===== config.mk =====
export PLATFORM = sky130hd
export DESIGN_NAME = adder_arbiter
export DESIGN_NICKNAME = d
export VERILOG_FILES = /design/src/rtl/adder_arbiter.sv
export SDC_FILE = /design/constraint.sdc
export NUM_CORES = 1
export LEC_CHECK = 0
export ABC_AREA = 1
export ABC_CLOCK_PERIOD_IN_PS = 2100
export BUFFER_PORTS_ARGS = -buffer_cell sky130_fd_sc_hd__buf_4
export CAP_MARGIN = 15
export CORE_MARGIN = 2
export CORE_UTILIZATION = 52
export CTS_BUF_LIST = sky130_fd_sc_hd__clkbuf_4
export CTS_CLUSTER_SIZE = 16
export DETAILED_ROUTE_END_ITERATION = 10
export GPL_TIMING_DRIVEN = 0
export PLACE_DENSITY = 0.82
export SKIP_LAST_GASP = 1
export SYNTH_ARGS = -nofsm -noshare
export SYNTH_HDL_FRONTEND = slang
export SYNTH_SLANG_ARGS = --single-unit

===== constraint.sdc =====
create_clock -name clk -period 2.1 [get_ports clk]
set_input_delay 0.105 -clock clk [delete_from_list [all_inputs] [get_ports clk]]
set_output_delay 0.105 -clock clk [all_outputs]
set_load 0.03 [all_outputs]

===== src/rtl/adder_arbiter.sv =====
// rtl/adder_arbiter.sv - round-robin arbiter sharing one registered adder between NREQ requesters (optional watchdog: ADDER_ARB_TIMEOUT_EN)
module adder_arbiter #(
    parameter int NREQ    = 4,
    parameter int WIDTH   = 8,
    parameter int TIMEOUT = 16,
    localparam int IDW    = (NREQ > 1) ? $clog2(NREQ) : 1
) (
    input  logic                  clk,
    input  logic                  clear,
    input  logic [NREQ-1:0]       req,
    input  logic [NREQ*WIDTH-1:0] opa,
    input  logic [NREQ*WIDTH-1:0] opb,
    output logic [NREQ-1:0]       gnt,
    output logic                  busy,
    output logic                  res_valid,
    output logic [WIDTH:0]        res,
    output logic [IDW-1:0]        res_id,
    input  logic                  res_ack,
    output logic                  err
);

    if (NREQ < 2 || NREQ > 8) begin : g_bad_nreq
        $error("adder_arbiter: NREQ must be in 2..8");
    end
    if (TIMEOUT < 1) begin : g_bad_timeout
        $error("adder_arbiter: TIMEOUT must be at least 1");
    end

    typedef enum logic [1:0] {IDLE, GRANT, DONE} state_t;

    state_t           state;
    state_t           state_nxt;
    logic [IDW-1:0]   ptr;
    logic [IDW-1:0]   win;
    logic [IDW-1:0]   pick;
    logic [IDW-1:0]   cand;
    logic [IDW-1:0]   ptr_nxt;
    logic             found;
    logic [WIDTH-1:0] opa_l;
    logic [WIDTH-1:0] opb_l;
    logic             timeout;
    logic             done_ev;

    // Round-robin search: first requester at or after ptr, wrapping mod NREQ
    always_comb begin
        pick  = '0;
        cand  = '0;
        found = 1'b0;
        for (int i = 0; i < NREQ; i++) begin
            cand = IDW'((int'(ptr) + i) % NREQ);
            if (!found && req[cand]) begin
                pick  = cand;
                found = 1'b1;
            end
        end
    end

    assign ptr_nxt = (win == IDW'(NREQ - 1)) ? '0 : win + 1'b1;
    assign done_ev = (state == DONE) && (res_ack || timeout);

    // State register
    always_ff @(posedge clk or posedge clear) begin
        if (clear) state <= IDLE;
        else       state <= state_nxt;
    end

    // Next-state logic; an ack and a watchdog expiry both end the transaction
    always_comb begin
        state_nxt = state;
        case (state)
            IDLE:    if (found) state_nxt = GRANT;
            GRANT:   state_nxt = DONE;
            DONE:    if (done_ev) state_nxt = IDLE;
            default: state_nxt = IDLE;
        endcase
    end

    // Outputs decoded from the registered state so clear removes them at once
    always_comb begin
        gnt = '0;
        if (state == GRANT) gnt[win] = 1'b1;
        busy      = (state != IDLE);
        res_valid = (state == DONE);
    end

    // Operand capture, registered add and round-robin pointer update
    always_ff @(posedge clk or posedge clear) begin
        if (clear) begin
            ptr    <= '0;
            win    <= '0;
            opa_l  <= '0;
            opb_l  <= '0;
            res    <= '0;
            res_id <= '0;
        end else begin
            if (state == IDLE && found) begin
                win   <= pick;
                opa_l <= opa[int'(pick)*WIDTH +: WIDTH];
                opb_l <= opb[int'(pick)*WIDTH +: WIDTH];
            end
            if (state == GRANT) begin
                res    <= {1'b0, opa_l} + {1'b0, opb_l};
                res_id <= win;
            end
            if (done_ev) ptr <= ptr_nxt;
        end
    end

`ifdef ADDER_ARB_TIMEOUT_EN
    localparam int CW = $clog2(TIMEOUT + 1);
    logic [CW-1:0] cnt;

    // Expiry is the edge on which the un-acked count would reach TIMEOUT
    assign timeout = (state == DONE) && !res_ack && (cnt == CW'(TIMEOUT - 1));

    // Watchdog counter restarts on entry to DONE; err is a one-cycle pulse
    always_ff @(posedge clk or posedge clear) begin
        if (clear) begin
            cnt <= '0;
            err <= 1'b0;
        end else begin
            err <= timeout;
            if (state == GRANT)
                cnt <= '0;
            else if (state == DONE && !res_ack)
                cnt <= cnt + 1'b1;
        end
    end
`else
    assign timeout = 1'b0;
    assign err     = 1'b0;
`endif

endmodule


==> Word-level counts from Yosys, hierarchy flattened <==
Cells that the tools add are included.
{ "word_totals": {"regBits": 33, "input_bits": 71, "out_inout_bits": 18, "elab_cells": 60} }
{ "op_classes": {"add_sub_neg": 5, "n_lt_le_gt_ge": 6, "eq_ne": 5, "shift": 2, "muxes": 23, "reduce_logical": 12} }
{ "ops": {"columns": ["op", "count"], "rows": [
  ["32-bit by 6-bit variable part select with 8-bit output", 2],
  ["2-bit by 3-bit < comparator with 1-bit output (second input constant)", 5],
  ["2-bit two-way mux", 7],
  ["8-bit by 8-bit adder with 9-bit output", 1],
  ["1-bit two-way mux", 9],
  ["1-bit binary-select mux with 2-bit select", 4],
  ["1-bit logical AND", 6],
  ["2-bit case mux with 3 select lines", 1],
  ["2-bit by 1-bit adder with 2-bit output (second input constant)", 2],
  ["2-bit adder (second input constant)", 2],
  ["2-bit == test (second input constant)", 2],
  ["4-bit two-way mux", 1],
  ["1-bit zero test", 3],
  ["1-bit demux with 2-bit select", 1],
  ["2-bit by 1-bit == test with 1-bit output (second input constant)", 1],
  ["2-bit by 1-bit greater-or-equal comparator with 1-bit output (second input constant)", 1],
  ["2-bit zero test", 1],
  ["2-bit by 1-bit != test with 1-bit output (second input constant)", 1],
  ["2-bit != test (second input constant)", 1],
  ["2-bit AND reduction", 1],
  ["2-bit nonzero test", 1]
]} }

==> Depth between registers and ports, before layout <==
Gate-level depths: netlist (run 1).
{ "depth": {"depth_word": 14, "mapped_depth": 15, "mapped_depth_nobuf": 14} }

==> Least setup slack after synthesis (run 1) <==
OpenSTA, ideal clock, no wires.
{ "synth_timing": {"path_type": "reg2out", "from": "register state[1]", "to": "output gnt[0]", "arrival_ns": 1.669, "t_required_ns": 1.995, "path_slack_ns": 0.326, "path_stages_with_launch": 5, "n_path_buf": 1, "path_cell_list": "dfrtp_1 > nor2_1 > clkinv_1 > clkbuf_1 > nor2_1"} }
{ "synth_via": {"elab_chain_len": 2} }
{ "synth_rtl": {"columns": ["element", "line", "rtl"], "rows": [
  ["start, declared", "31", "state_t state;"],
  ["start signal, assigned", "64", "else state <= state_nxt;"],
  ["2-bit by 1-bit == test with 1-bit output", "81", "if (state == GRANT) gnt[win] = 1'b1;"],
  ["4-bit two-way mux", "81", null],
  ["end, declared", "13", "output logic [NREQ-1:0] gnt,"]
]} }
Every way passes these cells.

==> Final worst setup path (run 1) <==
{ "layout_timing": {"from": "register opa_l[0]", "to": "register res[8]"} }
{ "layout_via": {"elab_chain_len": 1} }
{ "layout_rtl": {"columns": ["element", "line", "rtl"], "rows": [
  ["start, declared", "39", "logic [WIDTH-1:0] opa_l;"],
  ["start signal, assigned", "98", "opa_l <= opa[int'(pick)*WIDTH +: WIDTH];"],
  ["8-bit by 8-bit adder with 9-bit output", "102", "res <= {1'b0, opa_l} + {1'b0, opb_l};"],
  ["end signal, assigned", "102", null],
  ["end, declared", "16", "output logic [WIDTH:0] res,"]
]} }
Every way passes these cells.
A chain may end at the register's enable or synchronous reset.

==> results of run 1 <==
==> registers in the layout, summed over array words and instances, names as in the netlist <==
| register | cells |
|---|---|
| res | 9 |
| opb_l | 8 |
| ptr | 2 |
| opa_l | 8 |
| state | 2 |
| res_id | 2 |
| win | 2 |
==> power by group through the flow <==
stage	Combinational, W	Sequential [W]	Clock (W)
after CTS	0.00448	0.00118	0.000334
final	0.00448	0.00118	0.000329
after global placement	0.00436	0.00118	0
after floorplan	0.00324	0.00135	0
after detailed placement	0.00445	0.00119	0
after global routing	0.00504	0.00122	0.000361
==> metrics by stage <==
stage | utilization [%] | hold WS [ps] | instances | cell area, um^2 | total power (W)
final | 71.9 | 66.0 | 546 | 3400 | 0.00600
after global routing | 71.9 | 61.0 | 546 | 3400 | 0.00662
after CTS | 71.7 | 59.4 | 546 | 3390 | 0.00600
after detailed placement | 70.1 | 210 | 537 | 3310 | 0.00565
after global placement | 69.6 | 311 | 536 | 3290 | 0.00555
after floorplan | - | 212 | 382 | 2550 | 0.00459
==> cell type report <==
type	count	area [um^2]
inverters	42	161
multi-input cells	295	1480
plain buffers	12	96.3
clock buffers	6	45.0
well taps	67	83.8
fillers	399	1330
flip-flops and latches	33	826
repair buffers	90	701
clock inverters	1	3.75
==> kinds of logic after synthesis <==
family | synth area share [%]
AO/OA/AOI/OAI | 4.81
buffers and inverters | 9.87
flip-flops | 32.4
adder cells (fa/ha/maj) | 6.68
XOR/XNOR | 0.344
other | 0.147
AND/OR/NAND/NOR | 45.8
==> routing by layer <==
| layer | share of wire, % | global-route usage (%) |
|---|---|---|
| met5 | 0 | 0 |
| met4 | 1.2 | 5.45 |
| met3 | 5.6 | 3.93 |
| met2 | 44 | 34.0 |
| met1 | 49 | 32.1 |
==> critical path: cells and delay by family, from the launching register on <==
| kind | cells | cell delay [ps] |
|---|---|---|
| compound gates | 3 | 390 |
| fa+ha+maj | 2 | 650 |
| simple gates | 5 | 410 |
| flops | 1 | 390 |
==> how the worst max path moves through the flow <==
stage                           endpoint  slack [ps]  cells after the start
floorplan                         gnt[0]         330                      4
global placement                  gnt[1]         160                      5
detailed placement                gnt[2]         130                      5
CTS                               gnt[2]         100                      5
global route        opa_l[3]$_DFFE_PP0P_           7                     13
finish                res[8]$_DFFE_PP0P_         160                     10
==> cells in the final DEF, fill, tap and decap left out, drive strengths merged <==
| cell type | synthesis | final |
|---|---|---|
| conb | 1 | 1 |
| ha | 12 | 12 |
| a31oi | 1 | 1 |
| o211ai | 1 | 1 |
| nand2 | 194 | 194 |
| fa | 1 | 1 |
| clkbuf | 2 | 8 |
| dfrtp | 33 | 33 |
| nor2 | 17 | 17 |
| xnor2 | 1 | 1 |
| nand3 | 36 | 36 |
| clkinv | 1 | 2 |
| dlygate4sd3 | 0 | 2 |
| buf | 10 | 98 |
| o21ai | 12 | 12 |
| nand3b | 5 | 5 |
| inv | 41 | 41 |
| nand4 | 2 | 2 |
| a21oi | 9 | 9 |
| or2 | 3 | 3 |
==> repair_timing <==
item                                    in CTS  in global routing
hold buffers                                 2                  0
gates resized for setup                      2                  4
endpoints found under the setup margin       4                 11
hold endpoints to repair                    14                  0
==> impl_metrics.json, run 1 <==
{
  "min_path_type": "in2reg",
  "crit_slowest_cell": "fa_1",
  "fin_skew_ps": 12.0,
  "synth-async-reset-ratio_pct": 100,
  "synth_warnings": 0,
  "r2r_slack_ps": 160,
  "drive_above_1_share_pct": 27.8,
  "synth_flop_cell": "dfrtp_1",
  "hold_depth": 5,
  "pwr-share-seq_pct": 19.7,
  "crit-reg2reg-launch": "opa_l[0]$_DFFE_PP0P_",
  "clk-insertion-delay-late_ps": 330,
  "post_cts_buffers": 0,
  "vias": 2571,
  "tritoncts": "yes",
  "endpoint_kind": "flip-flop",
  "synthTopCellsByArea": "dfrtp_1 (32%), nand2_1 (27%), nand3_1 (6.3%)",
  "min_to": "opb_l[4]$_DFFE_PP0P_",
  "dieArea_mm2": 0.00548,
  "p_int_w": 0.00280,
  "p_clk_share_pct": 5.5,
  "antennaDiodeCount": 0,
  "cts_sinks": 33,
  "wl_per_cell_um": 10.5,
  "yosysUniqueCellTypes": 33,
  "vdd_drop_max_v": 0.00120,
  "grt_pass1_vias": 2191,
  "grt_max_degree": 21,
  "r2r_end": "res[8]$_DFFE_PP0P_",
  "maxSlewViolCount": 0,
  "worst_slack_ps": 156,
  "final-hold-violation-count": 0,
  "die_w_um": 74.0,
  "die_y_um": 74.0,
  "ff2ff_path_depth": 10,
  "gp_congestion": 0.849,
  "p_leak_nw": 1.97,
  "rsz0062_at_grt": "false",
  "slowest_delay_ps": 420,
  "worst_slew_pin_slew_ps": 604,
  "initial_core_util_pct": 54.0,
  "crit_chain": "ha_1, fa_1, nand3_1, nand3_1, nand2_1, nand2_1, a21oi_1, nor2_1, o21ai_0, a21oi_1",
  "rows": 25,
  "powerDensity_mw_per_mm2": 1770,
  "maxCapViolCount": 0,
  "synth_largest_area_cell": "dfrtp_1",
  "finalWirelength_um": 5740,
  "synth_edf_count": 0,
  "fin_tns_setup_ps": 0,
  "clockBufferDepth": 2,
  "drt-vias-per-instance": 4.71,
  "hpwl_um": 4790,
  "pwr-share-comb_pct": 74.8,
  "cts_root_buf": "clkbuf_4",
  "crit_path_start": "opa_l[0]$_DFFE_PP0P_",
  "core-area_mm2": 0.00472,
  "cp.arrival_ps": 2170,
  "area_delta_synth_final_pct": 33.2,
  "synth.avg_cell_area_um2": 6.67,
  "drt_first_pass_iters": 4,
  "drc_errors": 0,
  "grtUsageTotal_pct": 22.0,
  "setup_viol": 0,
  "ys_ff_latch": 33,
  "status": "finished, final reports clean",
  "fin_crit_ps": 1940,
  "drtIter0Drc": 104,
  "syn_area_mm2": 0.00255,
  "switchingPower_w": 0.00319,
  "post_synth_inst_count": 382,
  "fin_crit_sh_pct": 92.6,
  "crit_path_max_fanout": 3,
  "yosysSeqAreaShare_pct": 32.4,
  "synthMostInstantiatedCell": "nand2_1",
  "grt_pass1_wl_um": 9450,
  "grt.overflow.total": 0,
  "fmax_mhz": 514,
  "nets": 563,
  "place_ws_ps": 132,
  "io_pins": 89,
  "holdCritStartpoint": "opb[12]",
  "swShare_pct": 53.3,
  "cts_buffers": 5,
  "port_buffers": 87,
  "slew_headroom_pct": 59.7,
  "drtAntennaViolNets": 0,
  "path_clk_slew_ps": 100,
  "critical_path_class": "reg2reg",
  "critPathRequiredTime_ps": 2330,
  "htree_levels": 2,
  "antenna_found_initial": 0,
  "critPathLaunchType": "flip-flop",
  "ys_top_cells_by_count": "nand2_1 (182), inv_1 (37), dfrtp_1 (33)",
  "synth_nets": 466,
  "synth_top_area_share_pct": 32.4
}
Note: power is estimated with default switching activity, not from simulation.
==> inputs of run 2 (changes only) <==
--- a/config.mk
+++ b/config.mk
@@ -9,7 +9,6 @@
 export ABC_CLOCK_PERIOD_IN_PS = 2100
 export BUFFER_PORTS_ARGS = -buffer_cell sky130_fd_sc_hd__buf_4
 export CAP_MARGIN = 15
-export CORE_MARGIN = 2
 export CORE_UTILIZATION = 52
 export CTS_BUF_LIST = sky130_fd_sc_hd__clkbuf_4
 export CTS_CLUSTER_SIZE = 16
==> run 2 against run 1 <==
Net effect: clock skew decreased by 5.8 ps; maximum frequency is 0.21% higher; setup slack better by 4.0 ps; sequential power barely moved; register-to-register slack barely moved; die area is 5.3% lower; critical path depth increased by 4; critical path type unchanged.
==> impl_metrics.json, run 2 (synthesized netlist as in run 1, its figures left out) <==
{
  "fill_cells": 400,
  "drtAntennaViolNets": 0,
  "drt_first_pass_iters": 4,
  "p_leak_nw": 2.00,
  "slew_headroom_pct": 60.0,
  "finalInstanceArea_mm2": 0.00344,
  "met1Wirelength_um": 2850,
  "dieArea_mm2": 0.00519,
  "top_register": "res",
  "r2r_end": "opb_l[4]$_DFFE_PP0P_",
  "crit_path_start": "ptr[0]$_DFFE_PP0P_",
  "fin_tns_setup_ps": 0,
  "grt_pass1_vias": 2450,
  "port_buffers": 87,
  "crit_path_max_fanout": 10,
  "final-hold-violation-count": 0,
  "fin_crit_sh_pct": 92.4,
  "fin_crit_ps": 1940,
  "cts_root_buf": "clkbuf_4",
  "p_clk_share_pct": 6.1,
  "cp.arrival_ps": 2170,
  "crit_slowest_cell": "dfrtp_1",
  "initial_core_util_pct": 54.0,
  "hpwl_um": 4900,
  "rows": 25,
  "critPathLaunchType": "flip-flop",
  "met3_length_um": 264,
  "drt-vias-per-instance": 4.76,
  "finalWirelength_um": 6080,
  "layout_common_cells": "nand2_1 (182), buf_4 (98), inv_1 (37), dfrtp_1 (33), nand3_1 (32)",
  "core-area_mm2": 0.00472,
  "reg.largest.list": "res x9, opa_l x8, opb_l x8",
  "wl_met2_um": 2880,
  "fin_skew_ps": 6.19,
  "status": "finished, final reports clean",
  "wl_per_cell_um": 11.0,
  "maxSlewViolCount": 0,
  "r2r_slack_ps": 160,
  "tritoncts": "yes",
  "maxCapViolCount": 0,
  "path_clk_slew_ps": 100,
  "path_common_cell": "nand2_1",
  "ff2ff_path_depth": 14,
  "endpoint_kind": "flip-flop",
  "top_layer": "met4",
  "placed_cell_area_mm2": 0.00331,
  "clk-insertion-delay-late_ps": 340,
  "instances_no_fill": 552,
  "grt_pass1_wl_um": 10300,
  "swShare_pct": 53.0,
  "fmax_mhz": 515,
  "min_path_type": "in2reg",
  "clockBufferDepth": 2,
  "pwr-share-comb_pct": 74.5,
  "drtIter0Drc": 112,
  "die_w_um": 72.0,
  "antennaDiodeCount": 0,
  "multi_input_area_mm2": 0.00148,
  "holdCritStartpoint": "opa[14]",
  "grt_max_degree": 21,
  "nets": 568,
  "min_to": "opa_l[6]$_DFFE_PP0P_",
  "drive_above_1_share_pct": 28.9,
  "io_pins": 89,
  "dpl.cell_count": 537,
  "vias": 2630,
  "grt.overflow.total": 0,
  "die_y_um": 72.0,
  "critPathRequiredTime_ps": 2330,
  "post-route-util_pct": 72.9,
  "cts_buffers": 5,
  "final_common_cell": "nand2_1",
  "area_delta_synth_final_pct": 35.1,
  "critical_path_class": "reg2reg",
  "worst_slew_pin_slew_ps": 600,
  "cts_sinks": 33,
  "seq_area_um2": 826,
  "gp_congestion": 0.878,
  "crit_chain": "buf_4, nand2_1, nand2_1, nand2_1, nand2_4, nor2_8, nand3_4, nand2_4, nand2_8, buf_4, nand2_1, nand2_1, nand2_1, nand3_1",
  "switchingPower_w": 0.00326,
  "slowest_delay_ps": 400,
  "vdd_drop_max_v": 0.00108,
  "hold_depth": 5,
  "grtUsageTotal_pct": 25.0,
  "crit-reg2reg-launch": "ptr[0]$_DFFE_PP0P_",
  "pwr-share-seq_pct": 19.4,
  "antenna_found_initial": 0,
  "largest_reg_flops": 9,
  "htree_levels": 2,
  "p_int_w": 0.00289,
  "drc_errors": 0,
  "powerDensity_mw_per_mm2": 1780,
  "setup_viol": 0
}
==> run 2: layout make-up <==
cell class | instances | area share (%)
multi-input combinational | 295 | 43.1
inverter | 42 | 4.69
tap | 67 | 2.43
sequential | 33 | 24.0
timing repair buffer | 95 | 21.4
clock buffer | 8 | 1.74
buffer | 12 | 2.65
==> run 2: worst max-delay path by stage <==
stage / to / depth (start not counted)
floorplan: gnt[0] / 4
global placement: gnt[1] / 5
detailed placement: gnt[2] / 5
CTS: gnt[2] / 5
global route: res[8]$_DFFE_PP0P_ / 10
finish: opb_l[4]$_DFFE_PP0P_ / 14
==> run 2: worst max-delay path, delay by kind of cell (launching register included) <==
kind / cells / cell delay (ps)
buf+inv: 2 / 370
flops: 1 / 400
simple gates: 12 / 1040
==> run 2: stage by stage <==
| stage | hold WS (ps) | setup slack [ps] | power (W) |
|---|---|---|---|
| after detailed placement | 209 | 112 | 0.00565 |
| final | 53.1 | 160 | 0.00614 |
| after floorplan | 212 | 326 | 0.00459 |
| after global routing | 52.1 | -13.4 | 0.00680 |
| after global placement | 311 | 154 | 0.00554 |
| after CTS | 40.1 | 62.2 | 0.00606 |
==> run 2: per-layer routing <==
metal,global-route usage (%),vias up
met5,0,-
met3,4.44,8
li1,-,1381
met1,32.9,1158
met2,42.0,83
met4,8.06,0
==> run 2: power by group through the flow <==
stage / registers, W / logic (W) / clock network, W
final: 0.00119 / 0.00458 / 0.000375
after detailed placement: 0.00120 / 0.00445 / 0
after global placement: 0.00118 / 0.00436 / 0
after CTS: 0.00119 / 0.00449 / 0.000385
after global routing: 0.00123 / 0.00516 / 0.000409
after floorplan: 0.00135 / 0.00324 / 0
==> run 2: what timing repair did <==
| action | CTS | global route |
|---|---|---|
| pin swaps | 0 | 1 |
| gates cloned | 0 | 0 |
| endpoints found under the hold margin | 14 | 0 |
| buffers inserted | 0 | 5 |
| hold buffers | 2 | 0 |
| setup endpoints to repair | 4 | 14 |
| gates resized for setup | 2 | 2 |
